[src/rtl/uart_frame_rx.sv]
// rtl/uart_frame_rx.sv - 8N1 UART frame receiver with a 2-entry byte buffer
// Define UART_RX_PARITY_EN to add an even-parity bit before stop and the parity_errH output.
module uart_frame_rx #(
  parameter int CLKS_PER_BIT = 16,
  parameter int DATA_BITS    = 8,
  parameter int HALF_BIT     = CLKS_PER_BIT / 2
) (
  input  logic                 sys_clk,
  input  logic                 sys_rst,
  input  logic                 uart_rx_dataH,
  output logic [DATA_BITS-1:0] rx_dataH,
  output logic                 rx_validH,
  input  logic                 rx_readyH,
  output logic                 frame_errH,
  output logic                 overrunH,
`ifdef UART_RX_PARITY_EN
  output logic                 parity_errH,
`endif
  output logic                 busyH
);
  localparam int CW = $clog2(CLKS_PER_BIT);
  localparam int BW = (DATA_BITS > 1) ? $clog2(DATA_BITS) : 1;
  localparam logic [CW-1:0] CELL_LAST = CW'(CLKS_PER_BIT - 1);
  localparam logic [CW-1:0] HALF_LAST = CW'(HALF_BIT - 1);
  localparam logic [BW-1:0] BIT_LAST  = BW'(DATA_BITS - 1);

  typedef enum logic [2:0] {IDLE, START, DATA, PARITY, STOP} state_t;

  state_t               state, state_nxt;
  logic                 sync1, line_s;
  logic [CW-1:0]        cell_cnt;
  logic [BW-1:0]        bit_idx;
  logic [DATA_BITS-1:0] shreg;
  logic [DATA_BITS-1:0] entry1;
  logic [1:0]           count;
  logic                 shift_en, cnt_wrap, stop_sample;
  logic                 stop_ok, push, push_acc, pop;
`ifdef UART_RX_PARITY_EN
  logic                 par_en, par_bit, par_ok;
`endif

  always_ff @(posedge sys_clk) begin
    if (sys_rst) state <= IDLE;
    else         state <= state_nxt;
  end

  always_comb begin
    state_nxt   = state;
    shift_en    = 1'b0;
    cnt_wrap    = 1'b0;
    stop_sample = 1'b0;
`ifdef UART_RX_PARITY_EN
    par_en      = 1'b0;
`endif
    case (state)
      IDLE:  if (!line_s) state_nxt = START;
      START: if (cell_cnt == HALF_LAST) state_nxt = line_s ? IDLE : DATA;
      DATA: begin
        if (cell_cnt == CELL_LAST) begin
          shift_en = 1'b1;
          cnt_wrap = 1'b1;
`ifdef UART_RX_PARITY_EN
          if (bit_idx == BIT_LAST) state_nxt = PARITY;
`else
          if (bit_idx == BIT_LAST) state_nxt = STOP;
`endif
        end
      end
`ifdef UART_RX_PARITY_EN
      PARITY: begin
        if (cell_cnt == CELL_LAST) begin
          par_en    = 1'b1;
          state_nxt = STOP;
        end
      end
`endif
      STOP: begin
        if (cell_cnt == CELL_LAST) begin
          stop_sample = 1'b1;
          state_nxt   = IDLE;
        end
      end
      default: state_nxt = IDLE;
    endcase
  end

  // cell_cnt restarts on every state change and at each data-cell boundary
  always_ff @(posedge sys_clk) begin
    if (sys_rst) begin
      sync1    <= 1'b1;
      line_s   <= 1'b1;
      cell_cnt <= '0;
      bit_idx  <= '0;
      shreg    <= '0;
    end else begin
      sync1  <= uart_rx_dataH;
      line_s <= sync1;
      if ((state_nxt != state) || cnt_wrap) cell_cnt <= '0;
      else                                  cell_cnt <= cell_cnt + 1'b1;
      if (state == START)  bit_idx <= '0;
      else if (shift_en)   bit_idx <= bit_idx + 1'b1;
      if (shift_en) shreg <= {line_s, shreg[DATA_BITS-1:1]};
    end
  end

`ifdef UART_RX_PARITY_EN
  always_ff @(posedge sys_clk) begin
    if (sys_rst)     par_bit <= 1'b0;
    else if (par_en) par_bit <= line_s;
  end
  assign par_ok      = ((^shreg) == par_bit);
  assign parity_errH = stop_ok & ~par_ok;
  assign push        = stop_ok & par_ok;
`else
  assign push        = stop_ok;
`endif

  assign stop_ok    = stop_sample & line_s & ~sys_rst;
  assign frame_errH = stop_sample & ~line_s & ~sys_rst;
  assign pop        = rx_validH & rx_readyH;
  assign overrunH   = push & (count == 2'd2) & ~pop;
  assign push_acc   = push & ~overrunH;
  assign rx_validH  = (count != 2'd0);
  assign busyH      = (state != IDLE);

  // rx_dataH is the head register itself; entry1 is the second slot
  always_ff @(posedge sys_clk) begin
    if (sys_rst) begin
      rx_dataH <= '0;
      entry1   <= '0;
      count    <= 2'd0;
    end else begin
      if (pop && (count == 2'd2)) begin
        rx_dataH <= entry1;
        if (push_acc) entry1 <= shreg;
      end else if (push_acc) begin
        if ((count == 2'd0) || pop) rx_dataH <= shreg;
        else                        entry1   <= shreg;
      end
      count <= count + {1'b0, push_acc} - {1'b0, pop};
    end
  end
endmodule
[config.mk]
export PLATFORM = sky130hd
export DESIGN_NAME = uart_frame_rx
export DESIGN_NICKNAME = d
export VERILOG_FILES = /design/src/rtl/uart_frame_rx.sv
export SDC_FILE = /design/constraint.sdc
export NUM_CORES = 1
export LEC_CHECK = 0
export BUFFER_PORTS_ARGS = -buffer_cell sky130_fd_sc_hd__clkbuf_2
export CORE_MARGIN = 10
export CORE_UTILIZATION = 45
export CTS_BUF_LIST = sky130_fd_sc_hd__clkbuf_16
export DETAILED_ROUTE_END_ITERATION = 8
export HOLD_SLACK_MARGIN = 0.1
export PLACE_DENSITY = 0.67
export SLEW_MARGIN = 20
export SYNTH_ARGS = -nofsm -noshare
export SYNTH_HDL_FRONTEND = slang
export SYNTH_SLANG_ARGS = --single-unit
[constraint.sdc]
create_clock -name sys_clk -period 4.8 [get_ports sys_clk]
set_input_delay 0.24 -clock sys_clk [delete_from_list [all_inputs] [get_ports sys_clk]]
set_output_delay 0.24 -clock sys_clk [all_outputs]
set_load 0.02 [all_outputs]
==> results of run 1 <==
-- metal layers --
layer,up-vias,part of all wire
met5,-,0
met4,0,0.017
met3,5,0.063
met2,32,0.48
met1,609,0.44
li1,658,-
-- power groups by stage --
| stage | registers, µW | clock network, µW | logic, µW |
|---|---|---|---|
| after floorplan | 328 | 0 | 18.7 |
| after global placement | 331 | 0 | 18.6 |
| after detailed placement | 332 | 0 | 19.6 |
| after CTS | 325 | 320 | 19.6 |
| after global routing | 325 | 334 | 22.0 |
| final | 325 | 309 | 19.4 |
-- cells in the mapped netlist, drive strengths merged, types with 3 or more instances --
cell type / n / share of area
inv: 11 / 0.023
or2: 4 / 0.014
a21oi: 9 / 0.026
ha: 5 / 0.035
clkbuf: 11 / 0.023
nand2: 3 / 0.0064
mux2: 8 / 0.051
nand3: 3 / 0.0085
nor2: 27 / 0.057
nor3: 8 / 0.023
buf: 4 / 0.022
dfxtp: 38 / 0.43
a311oi: 8 / 0.040
mux2i: 18 / 0.10
xnor2: 3 / 0.015
nand4: 3 / 0.011
-- area by class of cell --
class,instances,share of cell area
tap,48,0.0305
sequential,38,0.387
clock inverter,3,0.00827
multi-input combinational,121,0.452
clock buffer,5,0.0636
inverter,11,0.0210
timing repair buffer,15,0.0382
-- stage by stage --
| stage | setup WS [ps] | instances | area (µm²) | util |
|---|---|---|---|---|
| 5_1_grt | 2150 | 241 | 1970 | 0.529 |
| 6_report | 2320 | 241 | 1970 | 0.529 |
| 2_1_floorplan | 2670 | 185 | 1770 | - |
| 3_5_place_dp | 2310 | 233 | 1830 | 0.491 |
| 3_3_place_gp | 2390 | 233 | 1830 | 0.491 |
| 4_1_cts | 2320 | 241 | 1970 | 0.529 |
-- registers in the layout, indices dropped and copies added, names as in the netlist --
register and cells:
entry1 8, cell_cnt 4, line_s 1, rx_dataH 8
count 2, state 3, bit_idx 3, sync1 1
shreg 8
-- worst reg2reg max path, cell delays in order, from the launching register on --
cell and delay (ps):
dfxtp_1 340, nand3b_1 820, a211oi_4 860, mux2i_1 280, nor2_1 50
-- cells by family after synthesis --
| kind of cell | synth area share |
|---|---|
| XOR/XNOR | 0.0248 |
| buffers and inverters | 0.0687 |
| flip-flops | 0.431 |
| AO/OA/AOI/OAI | 0.123 |
| AND/OR/NAND/NOR | 0.159 |
| multiplexers | 0.153 |
| adder cells (fa/ha/maj) | 0.0411 |
-- how the worst max path moves through the flow --
| stage | slack [ps] | cells after the start | from | endpoint |
|---|---|---|---|---|
| floorplan | 2670 | 11 | state[1] | count[1] |
| CTS | 2320 | 4 | count[0] | entry1[7] |
| global placement | 2390 | 10 | sys_rst | count[1] |
| finish | 2320 | 4 | count[0] | entry1[7] |
| detailed placement | 2310 | 10 | sys_rst | count[1] |
| global route | 2150 | 4 | count[0] | entry1[3] |
==> metrics.txt, run 1 <==
Critical Path RT=4940 ps; Starting Density=0.475; Root Driver=clkbuf_16; CP max-delay cell=a211oi_4; GRT Max-Usage Layer=met2; EDFF count, synth=0; GP Congestion=0.706; Reg area=761 µm²; Synth async-reset ratio=0; Residual DRC=0; switching part of the total=0.210; Buf/Inv on CP=0; Max Buffers Root-to-Sink=2; I/O Pins=16; maximum VDD drop=0.165 mV; initial antenna violation count=0; fin crit period=2480 ps; met1 Track Usage GR=0.120; Internal=516 µW; Critical Path End Type=flop; Clock Latency Late Sink=280 ps; synth warn=0; delay-heaviest family, CP=simple AND/OR/NAND/NOR gates; clock share of power=0.473; Worst R2R Path Depth=4; worst-margin pin slew=1120 ps; Hold-fix buffers, CTS=0; CP max FO=25; pin count of the biggest net entering global routing=35; Hold EP=sync1; first drt pass iteration count=4; grt total ovfl=0; critical-path cell list=nand3b_1 -> a211oi_4 -> mux2i_1 -> nor2_1; commonest non-fill, non-tap cell in the layout=dfxtp_1; hold path cells=2; fillers=350; Max Slew Vio Count=0; # Post-CTS Setup Buffers=0; #FFs+latches synth=38; vias in the first global route=1209; Sink Count=38; Reg-to-Reg Start=count[0]; skew final=3.01 ps; RSZ-0062 raised after global routing=false; total number of vias=1304; Die Width=82.6 µm; worst min-delay path category=in -> reg; Final Setup Violations=0; Seq/Total Area, Yosys=0.431; mean area per synthesized cell=9.54 µm²; # diodes=0; Post-Syn Instances=185; slew margin rel.=0.250; Routed WL per cell=13.6 µm; RR Endpoint=entry1[7]; top_reg_cell synth=dfxtp_1; die height=82.6 µm; setup TNS=0 ps; r2r setup slk=2320 ps; Hold Slack=151 ps; I/O Buffers=15; crit start category=flop; Static Leak=0.000744 µW; combinational power share=0.030; HP Start=uart_rx_dataH; CTS tree=yes; Final Power=653 µW; row count=22; CTS clk-pin slew, worst paths=50 ps; CP max stage delay=860 ps; endpoints failing hold=0; Worst Setup Path Type=reg -> reg; core area=3720 µm²; fmax=404 MHz; Die Footprint=6830 µm²; post-CTS sizing=0; Detailed Route WL=3280 µm; first-pass GRT wire length=5540 µm; Synth cell types=35; DRT iter0 DRCs=47; commonest non-fill, non-tap cells in the layout=dfxtp_1 (38), nor2_1 (27), mux2i_1 (18), clkbuf_2 (15), inv_1 (11); multi-input logic area=888 µm²; grt met2 use=0.165; ratio of final minimum period to clock period=0.516; CP arrival=2620 ps; DPL Wire Length=2280 µm; nets@finish=201; status=complete, no violations; cell area after synthesis=1770 µm²; GRT Util Overall=0.104; Mapped Nets=194; max_cap viols=0; Pwr Density=332 nW/µm²; post-route ant nets=0; met3 GRT Util=0.0400; vias per cell=5.41; H-tree depth=2; sequential power share=0.497; share of layout cells above drive strength 1=0.197; switching pwr=137 µW; Syn-to-layout area delta=11.4%; CTS Buf Count=5
Note: power is estimated with default switching activity, not from simulation.
==> run 2: changes to the inputs <==
- PLACE_DENSITY: 0.67 -> 0.7
- clock period: 4.8 -> 2.01 ns (I/O delays scaled with it)
==> metrics.txt, run 2 (synthesis gave the netlist of run 1 again) <==
status=complete, no violations; H-tree depth=2; CP max FO=2; worst-margin pin slew=367 ps; post-route ant nets=0; endpoints failing hold=0; crit start category=flop; CTS clk-pin slew, worst paths=60 ps; met1 Track Usage GR=0.119; grt total ovfl=0; Non-Filler Instances=254; first-pass GRT wire length=5910 µm; setup TNS=0 ps; Critical Path RT=2160 ps; Clock Latency Late Sink=280 ps; fin crit period=1960 ps; total number of vias=1364; I/O Buffers=15; vias per cell=5.37; Die Width=82.6 µm; share of layout cells above drive strength 1=0.262; Root Driver=clkbuf_16; Sink Count=38; grt met2 use=0.189; die height=82.6 µm; vias in the first global route=1331; core area=3720 µm²; slew margin rel.=0.754; met3 GRT Util=0.0410; top flop regs=entry1 x8, rx_dataH x8, shreg x8; Residual DRC=0; fillers=322; Final Cell Area=2140 µm²; Die Footprint=6830 µm²; fmax=511 MHz; Static Leak=0.000836 µW; commonest non-fill, non-tap cells in the layout=dfxtp_1 (37), nor2_1 (26), mux2i_1 (18), clkbuf_2 (15); Starting Density=0.475; commonest non-fill, non-tap cell in the layout=dfxtp_1; Detailed Route WL=3550 µm; GRT Max-Usage Layer=met2; Final Setup Violations=0; RR Endpoint=count[1]; CTS tree=yes; nets@finish=214; HP Start=sys_rst; max_cap viols=0; DRT iter0 DRCs=55; r2r setup slk=50 ps; GRT Util Overall=0.111; Syn-to-layout area delta=21.1%; DPL Wire Length=2480 µm; sequential power share=0.419; row count=22; initial antenna violation count=0; RSZ-0062 raised after global routing=true; # Post-CTS Setup Buffers=0; Routed WL per cell=14.0 µm; Max Slew Vio Count=0; CTS Buf Count=5; first drt pass iteration count=4; DP Area=1930 µm²; Worst Setup SP=state[0]; Max Buffers Root-to-Sink=2; clock share of power=0.547; switching part of the total=0.183; I/O Pins=16; Worst R2R Path Depth=9; GP Congestion=0.784; worst min-delay path category=in -> reg; switching pwr=337 µW; Pwr Density=859 nW/µm²; # diodes=0; Reg-to-Reg Start=state[0]; Worst Setup EP=count[1]; pin count of the biggest net entering global routing=34; ratio of final minimum period to clock period=0.975; CP arrival=2110 ps; skew final=5.11 ps; Internal=1500 µW; maximum VDD drop=0.572 mV; Worst Setup Path Type=reg -> reg; Placed Instances=245; Critical Path End Type=flop; combinational power share=0.034
run 2: worst max-delay path, cell delays in order (launching register included):
cell	delay (ps)
dfxtp_2	320
or4b_4	540
nor2_2	90
nand2_1	60
ha_1	260
inv_1	60
ha_2	160
xor2_1	160
xnor2_1	140
nor2_1	60
run 2: worst min path at each step:
stage               slack [ps]  cells past startpoint   endpoint
CTS                        320                      3   shreg[3]
global route               340                      3  entry1[2]
detailed placement         290                      2      sync1
floorplan                  200                      1      sync1
global placement           290                      2      sync1
finish                     320                      3   shreg[3]
run 2: power by group through the flow:
| stage | Clock, µW | Sequential, µW | Combinational [µW] |
|---|---|---|---|
| after floorplan | 0 | 784 | 44.6 |
| after global placement | 0 | 785 | 58.3 |
| after detailed placement | 0 | 786 | 61.2 |
| after CTS | 1030 | 770 | 63.1 |
| after global routing | 1060 | 770 | 68.9 |
| final | 1000 | 770 | 63.1 |
run 2: what timing repair did:
| action | 4_1_cts | 5_1_grt |
|---|---|---|
| hold buffers | 1 | 0 |
| hold endpoints to repair | 1 | 0 |
| gates resized for setup | 0 | 2 |
| endpoints found under the setup margin | 0 | 1 |
run 2: metrics by stage:
stage,setup slack (ps),hold slack (ps),total power (µW),util
floorplan,-94.6,204,828,-
global placement,90.0,286,843,0.520
detailed placement,31.4,286,847,0.520
CTS,23.1,316,1860,0.574
global route,-25.9,343,1900,0.575
finish,51.1,322,1840,0.575
run 2: final cells by class:
type                    count  area (µm²)  area share
inverters                  11        41.3      0.0193
flip-flops and latches     38         762       0.356
multi-input cells         121         893       0.418
well taps                  48        60.1      0.0281
repair buffers             28         188      0.0878
clock inverters             3        68.8      0.0322
clock buffers               5         125      0.0585
run 2: per-layer routing:
metal  share of wire  vias to the layer above
met5               0                        -
met4           0.024                        0
met3           0.061                       13
met2            0.50                       42
met1            0.42                      615
li1                -                      694
==> run 3: changes to the inputs <==
- CORE_UTILIZATION: 45 -> 52
- PLACE_DENSITY: 0.7 -> 0.78
- REMOVE_ABC_BUFFERS: default -> 1
==> metrics.txt, run 3 (synthesis gave the netlist of run 1 again) <==
Die Width=78.3 µm; top flop regs=entry1 x8, rx_dataH x8, shreg x8; post-route ant nets=0; Max Buffers Root-to-Sink=2; delay-heaviest family, CP=simple AND/OR/NAND/NOR gates; DPL Wire Length=2530 µm; Starting Density=0.533; Detailed Route WL=3560 µm; total number of vias=1377; fin crit period=1950 ps; critical-path cell list=or4b_4 -> nor2_2 -> nand2_1 -> ha_1 -> inv_1 -> ha_2 -> xor2_1 -> xnor2_1 -> nor2_1; Critical Path End Type=flop; CTS clk-pin slew, worst paths=50 ps; CP max FO=2; commonest non-fill, non-tap cell in the layout=dfxtp_1; share of layout cells above drive strength 1=0.259; skew final=3.67 ps; row count=21; first-pass GRT wire length=6000 µm; maximum VDD drop=0.447 mV; grt total ovfl=0; Root Driver=clkbuf_16; CTS tree=yes; vias in the first global route=1386; nets@finish=214; Static Leak=0.000810 µW; Reg area=762 µm²; fillers=273; max_cap viols=0; DRT iter0 DRCs=104; # diodes=0; GP Congestion=0.833; # Post-CTS Setup Buffers=0; Routed WL per cell=14.2 µm; RSZ-0062 raised after global routing=true; Worst Setup Path Type=reg -> reg; pin count of the biggest net entering global routing=34; core area=3310 µm²; Final Power=1560 µW; initial antenna violation count=0; commonest non-fill, non-tap cells in the layout=dfxtp_1 (37), nor2_1 (26), mux2i_1 (18), clkbuf_2 (15); CP arrival=2110 ps; endpoints failing hold=0; fmax=513 MHz; Pwr Density=749 nW/µm²; H-tree depth=2; Sink Count=38; I/O Buffers=15; Clock Latency Late Sink=280 ps; GRT Util Overall=0.120; Critical Path RT=2170 ps; worst min-delay path category=in -> reg; Buf/Inv on CP=1; multi-input logic area=893 µm²; worst-margin pin slew=384 ps; Die Footprint=6130 µm²; status=complete, no violations; vias per cell=5.49; CP max stage delay=520 ps; utilization of the core after routing=0.627; setup TNS=0 ps; CTS Buf Count=5; CP max-delay cell=or4b_4; Residual DRC=0; Final Setup Violations=0; crit start category=flop; die height=78.3 µm; Syn-to-layout area delta=17.6%; I/O Pins=16; ratio of final minimum period to clock period=0.971; Max Slew Vio Count=0; first drt pass iteration count=4; slew margin rel.=0.742
==> run 3: final timing paths <==
path,end,startpoint,cells past startpoint,slack [ps]
min,shreg[4],sys_rst,3,320
max reg2reg,count[1],state[1],9,60
max,count[1],state[1],9,60
min reg2reg,line_s,sync1,1,410
==> run 3: report_power, final <==
group          internal [µW]  switching, µW  total, µW  leakage [µW]
logic                   25.3           37.2       62.5      0.000433
clock network            447            277        724     0.0000694
registers                764           5.89        770      0.000308
==> run 3: worst min-delay path: stages <==
cell,delay (ps)
clkbuf_2,100
buf_4,230
nor2_1,120
==> run 3: area by class of cell <==
type / instances / area share
clock buffers: 5 / 0.0602
well taps: 46 / 0.0277
inverters: 11 / 0.0199
repair buffers: 28 / 0.0904
flip-flops and latches: 38 / 0.367
multi-input cells: 121 / 0.430
clock inverters: 2 / 0.00482
==> run 3: metal layers <==
metal	GRT usage	vias up	routed length (µm)
met1	0.120	657	1480
met3	0.0444	6	169
met2	0.215	32	1860
met5	0	-	0
li1	-	682	-
met4	0.0556	0	54
==> run 3: metrics by stage <==
step	std cells	hold slack [ps]	setup WS [ps]	instance area [µm²]
floorplan	170	172	-291	1690
global placement	243	283	76.7	1930
detailed placement	243	288	23.2	1930
CTS	251	322	12.5	2070
global route	251	341	-70.3	2080
finish	251	317	59.0	2080
==> run 3: what timing repair did <==
item | 4_1_cts | 5_1_grt
hold buffers | 1 | 0
resized for setup | 0 | 3
setup endpoints to repair | 0 | 1
hold endpoints to repair | 1 | 0
